$ cat src/rtl/pattern_det_pkg.sv
// Shared types, parameter defaults and helpers for the programmable pattern detector.
package pattern_det_pkg;

  typedef enum logic [1:0] {
    IDLE       = 2'd0,
    CONFIGURED = 2'd1,
    RUN        = 2'd2,
    DONE       = 2'd3
  } state_t;

  localparam int DEF_MAXLEN = 8;
  localparam int DEF_LW     = 4;
  localparam int DEF_CW     = 8;
  localparam int DEF_SW     = 16;

  // A pattern length is usable only if it is at least one bit and fits the shift register.
  function automatic logic len_legal(input int len, input int maxlen);
    return (len >= 1) && (len <= maxlen);
  endfunction

endpackage

$ cat src/rtl/pattern_shift_match.sv
// Serial shift register with fill-history tracking and a length-masked pattern compare.
// hit looks at the contents the register will hold after the current sample is shifted in.
module pattern_shift_match
  import pattern_det_pkg::*;
#(
  parameter int MAXLEN = DEF_MAXLEN,
  parameter int LW     = DEF_LW
) (
  input  logic              clk,
  input  logic              rst,
  input  logic              clr,
  input  logic              shift_en,
  input  logic              x,
  input  logic [LW-1:0]     len,
  input  logic [MAXLEN-1:0] pattern,
  input  logic              overlap,
  output logic              hit
);

  logic [MAXLEN-1:0] sr;
  logic [MAXLEN-1:0] sr_next;
  logic [MAXLEN-1:0] mask;
  logic [LW-1:0]     hist;
  logic [LW-1:0]     hist_next;

  // Next register contents, saturating history and the compare against the low len bits.
  always_comb begin
    sr_next   = {sr[MAXLEN-2:0], x};
    hist_next = (hist >= LW'(MAXLEN)) ? LW'(MAXLEN) : hist + LW'(1);
    mask      = '0;
    for (int i = 0; i < MAXLEN; i++) begin
      if (i < int'(len)) mask[i] = 1'b1;
    end
    hit = (hist_next >= len) && (((sr_next ^ pattern) & mask) == '0);
  end

  // Shift on each valid sample; without overlap a match empties the history so the
  // next detection needs a completely fresh set of len bits.
  always_ff @(posedge clk) begin
    if (!rst || clr) begin
      sr   <= '0;
      hist <= '0;
    end else if (shift_en) begin
      sr   <= sr_next;
      hist <= (hit && !overlap) ? '0 : hist_next;
    end
  end

endmodule

$ cat src/rtl/pattern_det_ctrl.sv
// Configurable serial pattern-detector controller: config handshake, run sequencing,
// match counting and completion on match target or sample limit.
module pattern_det_ctrl
  import pattern_det_pkg::*;
#(
  parameter int MAXLEN = DEF_MAXLEN,
  parameter int LW     = DEF_LW,
  parameter int CW     = DEF_CW,
  parameter int SW     = DEF_SW
) (
  input  logic              clk,
  input  logic              rst,
  input  logic              cfg_valid,
  output logic              cfg_ready,
  input  logic [MAXLEN-1:0] cfg_pattern,
  input  logic [LW-1:0]     cfg_len,
  input  logic              cfg_overlap,
  input  logic [CW-1:0]     cfg_target,
  input  logic [SW-1:0]     cfg_limit,
  input  logic              start,
  input  logic              abort,
  input  logic              x,
  input  logic              x_valid,
  output logic              match,
  output logic [CW-1:0]     match_cnt,
  output logic              busy,
  output logic              done,
  output logic              timeout
);

  state_t            state;
  state_t            state_n;
  logic [MAXLEN-1:0] pat_q;
  logic [LW-1:0]     len_q;
  logic              ovl_q;
  logic [CW-1:0]     target_q;
  logic [SW-1:0]     limit_q;
  logic [SW-1:0]     samples;
  logic [CW-1:0]     cnt_q;
  logic              match_q;
  logic              timeout_q;

  logic              hit;
  logic              cfg_accept;
  logic              run_enter;
  logic              sample;
  logic [CW-1:0]     cnt_next;
  logic [SW-1:0]     samples_next;
  logic              target_hit;
  logic              limit_hit;

  // Qualified events and next counter values for the current cycle.
  always_comb begin
    cfg_accept   = (state == IDLE) && cfg_valid && len_legal(int'(cfg_len), MAXLEN);
    run_enter    = (state == CONFIGURED) && start && !abort;
    sample       = (state == RUN) && x_valid && !abort;
    cnt_next     = cnt_q;
    if (hit && (cnt_q != '1)) cnt_next = cnt_q + CW'(1);
    samples_next = samples + SW'(1);
    target_hit   = sample && hit && (target_q != '0) && (cnt_next == target_q);
    limit_hit    = sample && (limit_q != '0) && (samples_next == limit_q);
  end

  // Next-state decode and state-derived outputs; abort overrides everything else.
  always_comb begin
    state_n   = state;
    cfg_ready = 1'b0;
    busy      = 1'b0;
    done      = 1'b0;
    case (state)
      IDLE: begin
        cfg_ready = 1'b1;
        if (cfg_accept) state_n = CONFIGURED;
      end
      CONFIGURED: if (start) state_n = RUN;
      RUN: begin
        busy = 1'b1;
        if (target_hit || limit_hit) state_n = DONE;
      end
      DONE: begin
        done = 1'b1;
        if (start) state_n = CONFIGURED;
      end
      default: state_n = IDLE;
    endcase
    if (abort) state_n = IDLE;
  end

  // State register.
  always_ff @(posedge clk) begin
    if (!rst) state <= IDLE;
    else      state <= state_n;
  end

  // Latch the configuration when a legal one is accepted in IDLE.
  always_ff @(posedge clk) begin
    if (!rst) begin
      pat_q    <= '0;
      len_q    <= '0;
      ovl_q    <= 1'b0;
      target_q <= '0;
      limit_q  <= '0;
    end else if (cfg_accept) begin
      pat_q    <= cfg_pattern;
      len_q    <= cfg_len;
      ovl_q    <= cfg_overlap;
      target_q <= cfg_target;
      limit_q  <= cfg_limit;
    end
  end

  // Run counters, registered match pulse and timeout flag; a sample that both matches
  // and exhausts the limit still counts the match and is not reported as a timeout
  // when that match reaches the target.
  always_ff @(posedge clk) begin
    if (!rst || abort) begin
      cnt_q     <= '0;
      samples   <= '0;
      match_q   <= 1'b0;
      timeout_q <= 1'b0;
    end else begin
      match_q <= sample && hit;
      if (run_enter) begin
        cnt_q     <= '0;
        samples   <= '0;
        timeout_q <= 1'b0;
      end else if (sample) begin
        cnt_q   <= cnt_next;
        samples <= samples_next;
        if (target_hit || limit_hit) timeout_q <= limit_hit && !target_hit;
      end
    end
  end

  pattern_shift_match #(
    .MAXLEN(MAXLEN),
    .LW    (LW)
  ) u_shift_match (
    .clk     (clk),
    .rst     (rst),
    .clr     (run_enter || abort),
    .shift_en(sample),
    .x       (x),
    .len     (len_q),
    .pattern (pat_q),
    .overlap (ovl_q),
    .hit     (hit)
  );

  assign match     = match_q;
  assign match_cnt = cnt_q;
  assign timeout   = timeout_q;

endmodule

$ cat config.mk
export PLATFORM = sky130hd
export DESIGN_NAME = pattern_det_ctrl
export DESIGN_NICKNAME = d
export VERILOG_FILES = /design/src/rtl/pattern_det_pkg.sv /design/src/rtl/pattern_shift_match.sv /design/src/rtl/pattern_det_ctrl.sv
export SDC_FILE = /design/constraint.sdc
export NUM_CORES = 1
export LEC_CHECK = 0
export CORE_MARGIN = 3
export CORE_UTILIZATION = 55
export DETAILED_ROUTE_END_ITERATION = 8
export HOLD_SLACK_MARGIN = 0.05
export PLACE_DENSITY = 0.86
export SKIP_CTS_REPAIR_TIMING = 1
export SYNTH_ARGS = -nofsm -noshare
export SYNTH_HDL_FRONTEND = slang
export SYNTH_SLANG_ARGS = --single-unit
$ cat constraint.sdc
create_clock -name clk -period 7.2 [get_ports clk]
set_clock_uncertainty 0.05 [all_clocks]
set_input_delay 2.16 -clock clk [delete_from_list [all_inputs] [get_ports clk]]
set_output_delay 2.16 -clock clk [all_outputs]
set_load 0.05 [all_outputs]
==> flow_metrics.env, run 1 <==
export IMPL_viasPerCell=5.70
export IMPL_yosysTopAreaCell="dfxtp_1"
export IMPL_start_kind="primary input"
export IMPL_synth_fp_nets=600
export IMPL_grt_pass1_wl_um=17300
export IMPL_nNetsFinal=643
export IMPL_fmax_mhz=216
export IMPL_hp_class="register to register"
export IMPL_stdcell_count=691
export IMPL_run_status="complete, no violations"
export IMPL_p_leak_nw=1.75
export IMPL_yosys_top_cells_count="nand2_1, dfxtp_1, nor2_1"
export IMPL_fin_tns_setup_ns=0
export IMPL_slew_headroom_pct=19.2
export IMPL_power_density_nw_per_um2=168
export IMPL_ys_warn_count=0
export IMPL_synth_seq_cells=76
export IMPL_die_height_um=94.1
export IMPL_ir_worst_vdd_mv=0.105
export IMPL_cts_tree="done"
export IMPL_fin_crit_ns=4.64
export IMPL_wl_um=10300
export IMPL_slowest_delay_ns=0.47
export IMPL_rsz0062_at_grt="false"
export IMPL_final_hold_viol_count=0
export IMPL_synth_ff_type="dfxtp_1"
export IMPL_dieArea_sq_um=8850
export IMPL_netlist_area_sq_um=4270
export IMPL_clk_latency_ns=0.36
export IMPL_yosysUniqueCellTypes=58
export IMPL_dp_hpwl_um=7340
export IMPL_netlist_instances=544
export IMPL_synthArstFlopShare_pct=0
export IMPL_grt_use_total_pct=24.4
export IMPL_clkSlewWorstSetupHoldPaths_ns=0.07
export IMPL_rows=31
export IMPL_diodes=0
export IMPL_slew_viol_final=0
export IMPL_vias=3937
export IMPL_cts_made_buffers=9
export IMPL_worst_endpoint_arrival_ns=4.84
export IMPL_start_util_pct=57.6
export IMPL_cts_sinks=76
export IMPL_overflow=0
export IMPL_globalplace_congestion=0.931
export IMPL_wl_per_cell_um=14.9
export IMPL_grt_pass1_vias=3801
export IMPL_worstSetupEndpointType="register"
export IMPL_die_x_um=94.1
export IMPL_max_cap_viol_count=0
export IMPL_core_area_sq_um=7410
export IMPL_yosysSeqAreaShare_pct=35.6
export IMPL_worst_pin_slew_ns=1.21
export IMPL_synth_edf_count=0
export IMPL_path_max_fanout=4
export IMPL_antenna_found_initial=0
export IMPL_netlist_area_leader_share_pct=35.6
export IMPL_io_buffers=56
export IMPL_placed_cells=675
export IMPL_htreeDepth=3
export IMPL_criticalPathCategory="primary input to register"
export IMPL_worstPathCellList="clkdlybuf4s50_1, xor2_1, a222oi_1, and4_1, nand4_1, or4_1, a221oi_2, a21o_1, nand3_1, and3_1"
export IMPL_crit_slowest_cell="or4_1"
export IMPL_required_ns=7.40
export IMPL_drtIter0Drc=235
export IMPL_ys_top_cells_by_area="dfxtp_1, nand2_1, xnor2_1"
export IMPL_synth_area_per_cell_sq_um=7.85
export IMPL_cts_root_buf="clkbuf_8"
export IMPL_grt_max_degree=40
export IMPL_synth_most_common_cell="nand2_1"
export IMPL_io_pins=57
export IMPL_clk_path_buf_depth=2
export IMPL_finalSetupViolCount=0
export IMPL_n_fill_cell=594
export IMPL_first_pass_iters=7
export IMPL_drive_above_1_share_pct=5.07
export IMPL_area_growth_synth_to_final_pct=18.0
export IMPL_drtAntennaViolNets=0
export IMPL_drc_errors=0
export IMPL_period_share_pct=64.4
through the flow:
step           hold slack (ns)  worst slack (ns)  total power [W]  cell area (sq um)  utilization [%]
5_1_grt                  0.449              2.36         0.000883               5030             68.0
2_1_floorplan            0.390              2.89         0.000521               4270                -
6_report                 0.434              2.56         0.000846               5030             68.0
3_5_place_dp             0.419              2.24         0.000567               4870             65.8
4_1_cts                  0.428              2.61         0.000849               5030             68.0
3_3_place_gp             0.405              2.25         0.000563               4870             65.8
cells by family after synthesis:
group	after synthesis	synth area share, %
simple gates	250	27.8
compound gates	106	17.4
flops	76	35.6
xor+xnor	56	11.5
buf+inv	43	3.90
fa+ha+maj	12	3.52
mux	1	0.235
where the power goes:
group	total, W	leakage [nW]	switching [W]	internal, W
Combinational	0.000111	1.05	0.0000560	0.0000554
Clock	0.000287	0.0844	0.000153	0.000134
Sequential	0.000447	0.616	0.0000148	0.000433
Total	0.000846	1.75	0.000224	0.000622
sequential cells by signal (all words and copies together), names as in the netlist:
register,count
limit_q,16
u_shift_match.hist,4
samples,16
pat_q,8
len_q,4
match,1
u_shift_match.sr,7
timeout,1
ovl_q,1
state,2
target_q,8
match_cnt,8
metal layers:
layer  wire length [um]  GRT usage (%)  vias to the layer above  part of all wire (%)
met5                  0              0                        -                     0
met4                275           9.51                        0                   2.7
met3                522           6.09                       25                   5.1
met2               5050           41.2                      112                    49
met1               4470           29.6                     1844                    43
li1                   -              -                     1956                     -
path summary, 6_finish.rpt:
check,from,to,slack [ns],cells after the start
hold reg to reg,u_shift_match.sr[6],u_shift_match.sr[6],0.43,2
setup reg to reg,u_shift_match.hist[0],state[0],4.08,13
hold / removal,u_shift_match.sr[6],u_shift_match.sr[6],0.43,2
setup / recovery,x,state[0],2.56,10
final cells by class:
cell class,count,area [sq um],share of cell area (%)
timing repair buffer,60,591,11.7
multi-input combinational,425,2580,51.2
sequential,76,1520,30.2
clock inverter,2,10.0,0.199
tap,99,124,2.46
clock buffer,14,153,3.03
inverter,15,56.3,1.12
worst max-delay path, delay by kind of cell:
| kind | cells | cell delay [ns] |
|---|---|---|
| simple gates | 5 | 1.19 |
| buf+inv | 1 | 0.44 |
| compound gates | 3 | 0.84 |
| xor+xnor | 1 | 0.21 |
cell usage in the layout, fill, tap and decap left out, types with 3 or more instances in the layout:
cell	synthesis	final
nand2_1	115	115
dfxtp_1	76	76
clkdlybuf4s50_1	0	56
nor2_1	39	39
a21boi_0	37	37
xnor2_1	34	34
a21oi_1	23	23
xor2_1	22	22
nand3_1	19	19
inv_1	15	15
nor3_1	13	13
ha_1	12	12
o21ai_0	11	11
nand4_1	10	10
clkbuf_8	0	10
nor4_1	9	9
nor2b_1	6	6
or4_1	6	6
and3_1	5	5
and2_1	4	4
a21o_1	4	4
or3_1	4	4
clkbuf_1	24	4
buf_4	0	4
nand2b_1	3	3
o31ai_1	3	3
o21ai_1	3	3
Note: power is estimated with default switching activity, not from simulation.
==> inputs of run 2 (changes only) <==
- clock period: 7.2 -> 4.63 ns (I/O delays scaled with it)
==> run 2 against run 1 <==
  * Worst hold slack is essentially flat
  * Die area unchanged
  * Register-to-register slack got worse by 2.6 ns
  * Critical path type unchanged
==> flow_metrics.env, run 2 (synthesis gave the netlist of run 1 again) <==
export IMPL_multi_input_area_sq_um=2580
export IMPL_required_ns=4.83
export IMPL_layout_commonest_cell="nand2_1"
export IMPL_period_share_pct=85.0
export IMPL_hp_class="register to register"
export IMPL_slew_viol_final=0
export IMPL_first_pass_iters=5
export IMPL_start_util_pct=57.6
export IMPL_diodes=0
export IMPL_n_fill_cell=596
export IMPL_wl_um=10700
export IMPL_io_pins=57
export IMPL_drive_above_1_share_pct=6.38
export IMPL_nNetsFinal=647
export IMPL_clk_latency_ns=0.35
export IMPL_min_delay_path_depth=2
export IMPL_p_leak_nw=1.79
export IMPL_wl_per_cell_um=15.4
export IMPL_criticalPathCategory="primary input to register"
export IMPL_grt_max_degree=40
export IMPL_stdcell_count=695
export IMPL_power_total_w=0.00138
export IMPL_final_hold_viol_count=0
export IMPL_worst_pin_slew_ns=0.596
export IMPL_final_cell_mix="nand2_1, dfxtp_1, clkdlybuf4s50_1"
export IMPL_grt_use_total_pct=25.0
export IMPL_drtIter0Drc=209
export IMPL_reg2reg_depth=13
export IMPL_run_status="complete, no violations"
export IMPL_cts_sinks=76
export IMPL_die_x_um=94.1
export IMPL_overflow=0
export IMPL_antenna_found_initial=0
export IMPL_rsz0062_at_grt="false"
export IMPL_clk_path_buf_depth=2
export IMPL_rows=31
export IMPL_reg_top3="limit_q: 16 flops, samples: 16 flops"
export IMPL_area_growth_synth_to_final_pct=19.6
export IMPL_fin_hold_ws_ns=0.433
export IMPL_drtAntennaViolNets=0
export IMPL_dp_hpwl_um=7740
export IMPL_slew_headroom_pct=59.9
export IMPL_ir_worst_vdd_mv=0.211
export IMPL_io_buffers=56
export IMPL_htreeDepth=3
export IMPL_cts_made_buffers=9
export IMPL_worst_endpoint_arrival_ns=4.13
export IMPL_vias=4011
export IMPL_clkSlewWorstSetupHoldPaths_ns=0.08
export IMPL_grt_pass1_vias=3933
export IMPL_grt_pass1_wl_um=17700
export IMPL_start_kind="primary input"
export IMPL_dieArea_sq_um=8850
export IMPL_drc_errors=0
export IMPL_dp_slack_ns=0.371
export IMPL_power_density_nw_per_um2=271
export IMPL_cts_root_buf="clkbuf_8"
export IMPL_cts_tree="done"
export IMPL_fin_tns_setup_ns=0
export IMPL_placed_cells=679
export IMPL_max_cap_viol_count=0
export IMPL_globalplace_congestion=0.949
export IMPL_fmax_mhz=254
export IMPL_regArea_sq_um=1520
export IMPL_viasPerCell=5.77
export IMPL_worst_slack_ns=0.694
export IMPL_path_max_fanout=4
export IMPL_fin_crit_ns=3.94
export IMPL_worstSetupEndpointType="register"
export IMPL_finalSetupViolCount=0
export IMPL_core_area_sq_um=7410
export IMPL_die_height_um=94.1
## run 2: changes by cell type in the layout (fill, tap and decap cells not counted)
| cell | delta |
|---|---|
| bufinv_16 | +1 |
| buf_4 | +4 |
| clkinv_4 | +1 |
| clkinvlp_4 | +2 |
| clkbuf_1 | -4 |
## run 2: final timing paths
kind | startpoint | endpoint | slack [ns]
worst min-delay path | u_shift_match.sr[1] | u_shift_match.sr[2] | 0.43
worst min register to register | u_shift_match.sr[1] | u_shift_match.sr[2] | 0.43
worst max register to register | u_shift_match.hist[0] | state[0] | 1.51
worst max-delay path | x | state[0] | 0.69
## run 2: where the power goes
group	leakage [nW]	internal, W	switching, W	total [W]
Sequential	0.616	0.000673	0.0000231	0.000696
Combinational	1.07	0.0000876	0.0000874	0.000175
Clock	0.0983	0.000262	0.000251	0.000514
## run 2: layer usage
metal	share of wire, %	wire (um)	GRT usage, %	vias to the layer above
met2	49	5280	43.1	160
met4	4.1	441	14.6	0
met1	41	4370	28.7	1849
li1	-	-	-	1962
met3	5.6	596	4.73	40
met5	0	0	0	-
## run 2: cell type report
type | instances | area share (%)
clock inverter | 6 | 1.25
inverter | 15 | 1.10
clock buffer | 10 | 2.70
timing repair buffer | 64 | 12.2
tap | 99 | 2.43
sequential | 76 | 29.8
multi-input combinational | 425 | 50.6
## run 2: critical path: stages
cell and delay [ns]:
clkdlybuf4s50_1 0.45, xor2_1 0.21, a222oi_1 0.41, and4_1 0.32
nand4_1 0.16, or4_1 0.47, a221oi_2 0.29, a21o_1 0.19
nand3_1 0.07, and3_1 0.17
## run 2: metrics by stage
step           instance area [sq um]  util (%)
2_1_floorplan                   4270         -
3_3_place_gp                    4900      66.2
3_5_place_dp                    4900      66.2
4_1_cts                         5100      68.9
5_1_grt                         5100      68.9
6_report                        5100      68.9
==> inputs of run 3 (changes only) <==
- ABC_AREA: default -> 1
- HOLD_SLACK_MARGIN: 0.05 -> 0.02
==> run 3 against run 2 <==
  * Worst setup slack gained 0.56 ns
  * Die area grew 1.7%
  * Register-to-register slack lost 0.13 ns
  * Critical path type unchanged
  * Critical endpoint is now state[1]
  * Highest routed layer unchanged
==> flow_metrics.env, run 3 <==
export IMPL_netlist_area_leader_share_pct=35.0
export IMPL_cp_buffers_inverters=4
export IMPL_synth_fp_nets=704
export IMPL_fmax_mhz=297
export IMPL_crit_path_frequent_cell="nand2_1"
export IMPL_cts_sinks=76
export IMPL_worstSetupEndpointType="register"
export IMPL_clk_latency_ns=0.35
export IMPL_max_cap_viol_count=0
export IMPL_slowest_delay_ns=0.48
export IMPL_worst_r2r_setup_slack_ns=1.38
export IMPL_run_status="complete, no violations"
export IMPL_worst_endpoint_arrival_ns=3.57
export IMPL_final_cell_mix="nand2_1, inv_1, dfxtp_1"
export IMPL_stdcell_count=800
export IMPL_ys_top_cells_by_area="dfxtp_1, nand2_1, inv_1"
export IMPL_clk_path_buf_depth=2
export IMPL_power_density_nw_per_um2=318
export IMPL_start_util_pct=58.3
export IMPL_rsz0062_at_grt="false"
export IMPL_die_height_um=94.9
export IMPL_drtAntennaViolNets=0
export IMPL_fin_tns_setup_ns=0
export IMPL_hp_start="pat_q[2]"
export IMPL_overflow=0
export IMPL_synth_edf_count=0
export IMPL_vias=4287
export IMPL_antenna_found_initial=0
export IMPL_synth_most_common_cell="nand2_1"
export IMPL_ir_worst_vdd_mv=0.213
export IMPL_nNetsFinal=752
export IMPL_grt_pass1_vias=4095
export IMPL_synth_seq_cells=76
export IMPL_hp_class="register to register"
export IMPL_crit_start="x"
export IMPL_post_dp_cell_area_sq_um=4970
export IMPL_htreeDepth=3
export IMPL_globalplace_congestion=0.900
export IMPL_synth_ff_type="dfxtp_1"
export IMPL_required_ns=4.83
export IMPL_drc_errors=0
export IMPL_cts_root_buf="clkbuf_8"
export IMPL_yosysUniqueCellTypes=34
export IMPL_core_area_sq_um=7450
export IMPL_grt_use_total_pct=25.6
export IMPL_diodes=0
export IMPL_critical_path_depth=22
export IMPL_netlist_instances=648
export IMPL_ys_warn_count=0
export IMPL_drive_above_1_share_pct=7.42
export IMPL_rows=31
export IMPL_fin_crit_ns=3.37
export IMPL_layout_commonest_cell="nand2_1"
export IMPL_yosys_top_cells_count="nand2_1, inv_1, dfxtp_1"
export IMPL_slew_viol_final=0
export IMPL_io_pins=57
export IMPL_criticalPathCategory="primary input to register"
export IMPL_wl_um=10800
export IMPL_regToRegEndpoint="state[1]"
export IMPL_grt_max_degree=51
export IMPL_synthArstFlopShare_pct=0
export IMPL_dp_hpwl_um=7910
export IMPL_netlist_area_sq_um=4340
export IMPL_yosysSeqAreaShare_pct=35.0
export IMPL_endpoint="state[1]"
export IMPL_area_growth_synth_to_final_pct=19.8
export IMPL_reg_top3="limit_q: 16 flops, samples: 16 flops"
export IMPL_start_kind="primary input"
export IMPL_reg2reg_depth=21
export IMPL_viasPerCell=5.36
export IMPL_final_hold_viol_count=0
export IMPL_die_x_um=94.9
export IMPL_dieArea_sq_um=9000
export IMPL_cts_made_buffers=9
export IMPL_first_pass_iters=5
export IMPL_drtIter0Drc=273
export IMPL_clkSlewWorstSetupHoldPaths_ns=0.08
export IMPL_wl_per_cell_um=13.5
export IMPL_worstPathCellList="clkdlybuf4s50_1, inv_1, nand2_1, nand2_1, nand2_1, nand2_1, inv_1, nand2_2, nor2_4, nand2_1, nand2_1, nand2_1, nand2_1, nand2_1, inv_1, nand2_1, nor2_2, nand3_2, nand2_2, nand3_1, nand2_1, nor2_1"
export IMPL_placed_cells=784
export IMPL_grt_pass1_wl_um=18300
export IMPL_fin_hold_ws_ns=0.422
export IMPL_worst_pin_slew_ns=0.782
export IMPL_path_max_fanout=11
export IMPL_cp_top_family="simple AND/OR/NAND/NOR gates"
export IMPL_crit_slowest_cell="clkdlybuf4s50_1"
export IMPL_finalSetupViolCount=0
export IMPL_r2r_start="u_shift_match.hist[0]"
export IMPL_slew_headroom_pct=47.8
export IMPL_io_buffers=56
export IMPL_yosysTopAreaCell="dfxtp_1"
export IMPL_synth_area_per_cell_sq_um=6.70
export IMPL_period_share_pct=72.8
export IMPL_p_leak_nw=2.24
export IMPL_final_area_sq_um=5200
export IMPL_cts_tree="done"
## run 3: cells by family after synthesis
logic type | share of synthesized area, %
xor+xnor | 4.35
compound gates | 17.2
flops | 35.0
simple gates | 29.3
fa+ha+maj | 3.46
buf+inv | 10.7
## run 3: area by class of cell
type                       count  area [sq um]
multi-input combinational    452          2360
fill                         619          2240
sequential                    76          1520
timing repair buffer          61           598
inverter                      96           360
clock buffer                  11           151
tap                           99           124
clock inverter                 5          83.8
## run 3: how the worst min path moves through the flow
stage | depth (start not counted) | to
global route | 2 | pat_q[2]
floorplan | 2 | ovl_q
CTS | 2 | pat_q[2]
global placement | 2 | pat_q[0]
finish | 2 | pat_q[2]
detailed placement | 2 | pat_q[2]
## run 3: report_power, final
group	switching (W)	total, W	internal (W)	leakage (nW)
sequential	0.0000257	0.000715	0.000689	0.619
clock	0.000256	0.000590	0.000334	0.112
combinational	0.000217	0.000352	0.000135	1.50
## run 3: tightest hold or removal path, stage by stage, from the launching register on
cell,delay (ns)
dfxtp_1,0.32
inv_1,0.06
a21oi_1,0.05
## run 3: routing by layer
metal	wire length, um	up-vias	GRT usage, %
li1	-	2194	-
met1	5010	1934	34.6
met2	4900	141	41.0
met3	646	18	4.70
met4	226	0	8.89
met5	0	-	0
## run 3: stage by stage
| stage | util (%) | total power [W] | worst slack, ns |
|---|---|---|---|
| floorplan | - | 0.000980 | 1.81 |
| CTS | 69.9 | 0.00165 | 1.29 |
| detailed placement | 66.7 | 0.00108 | 0.928 |
| global route | 69.9 | 0.00174 | 0.953 |
| global placement | 66.7 | 0.00106 | 1.05 |
| finish | 69.9 | 0.00166 | 1.26 |
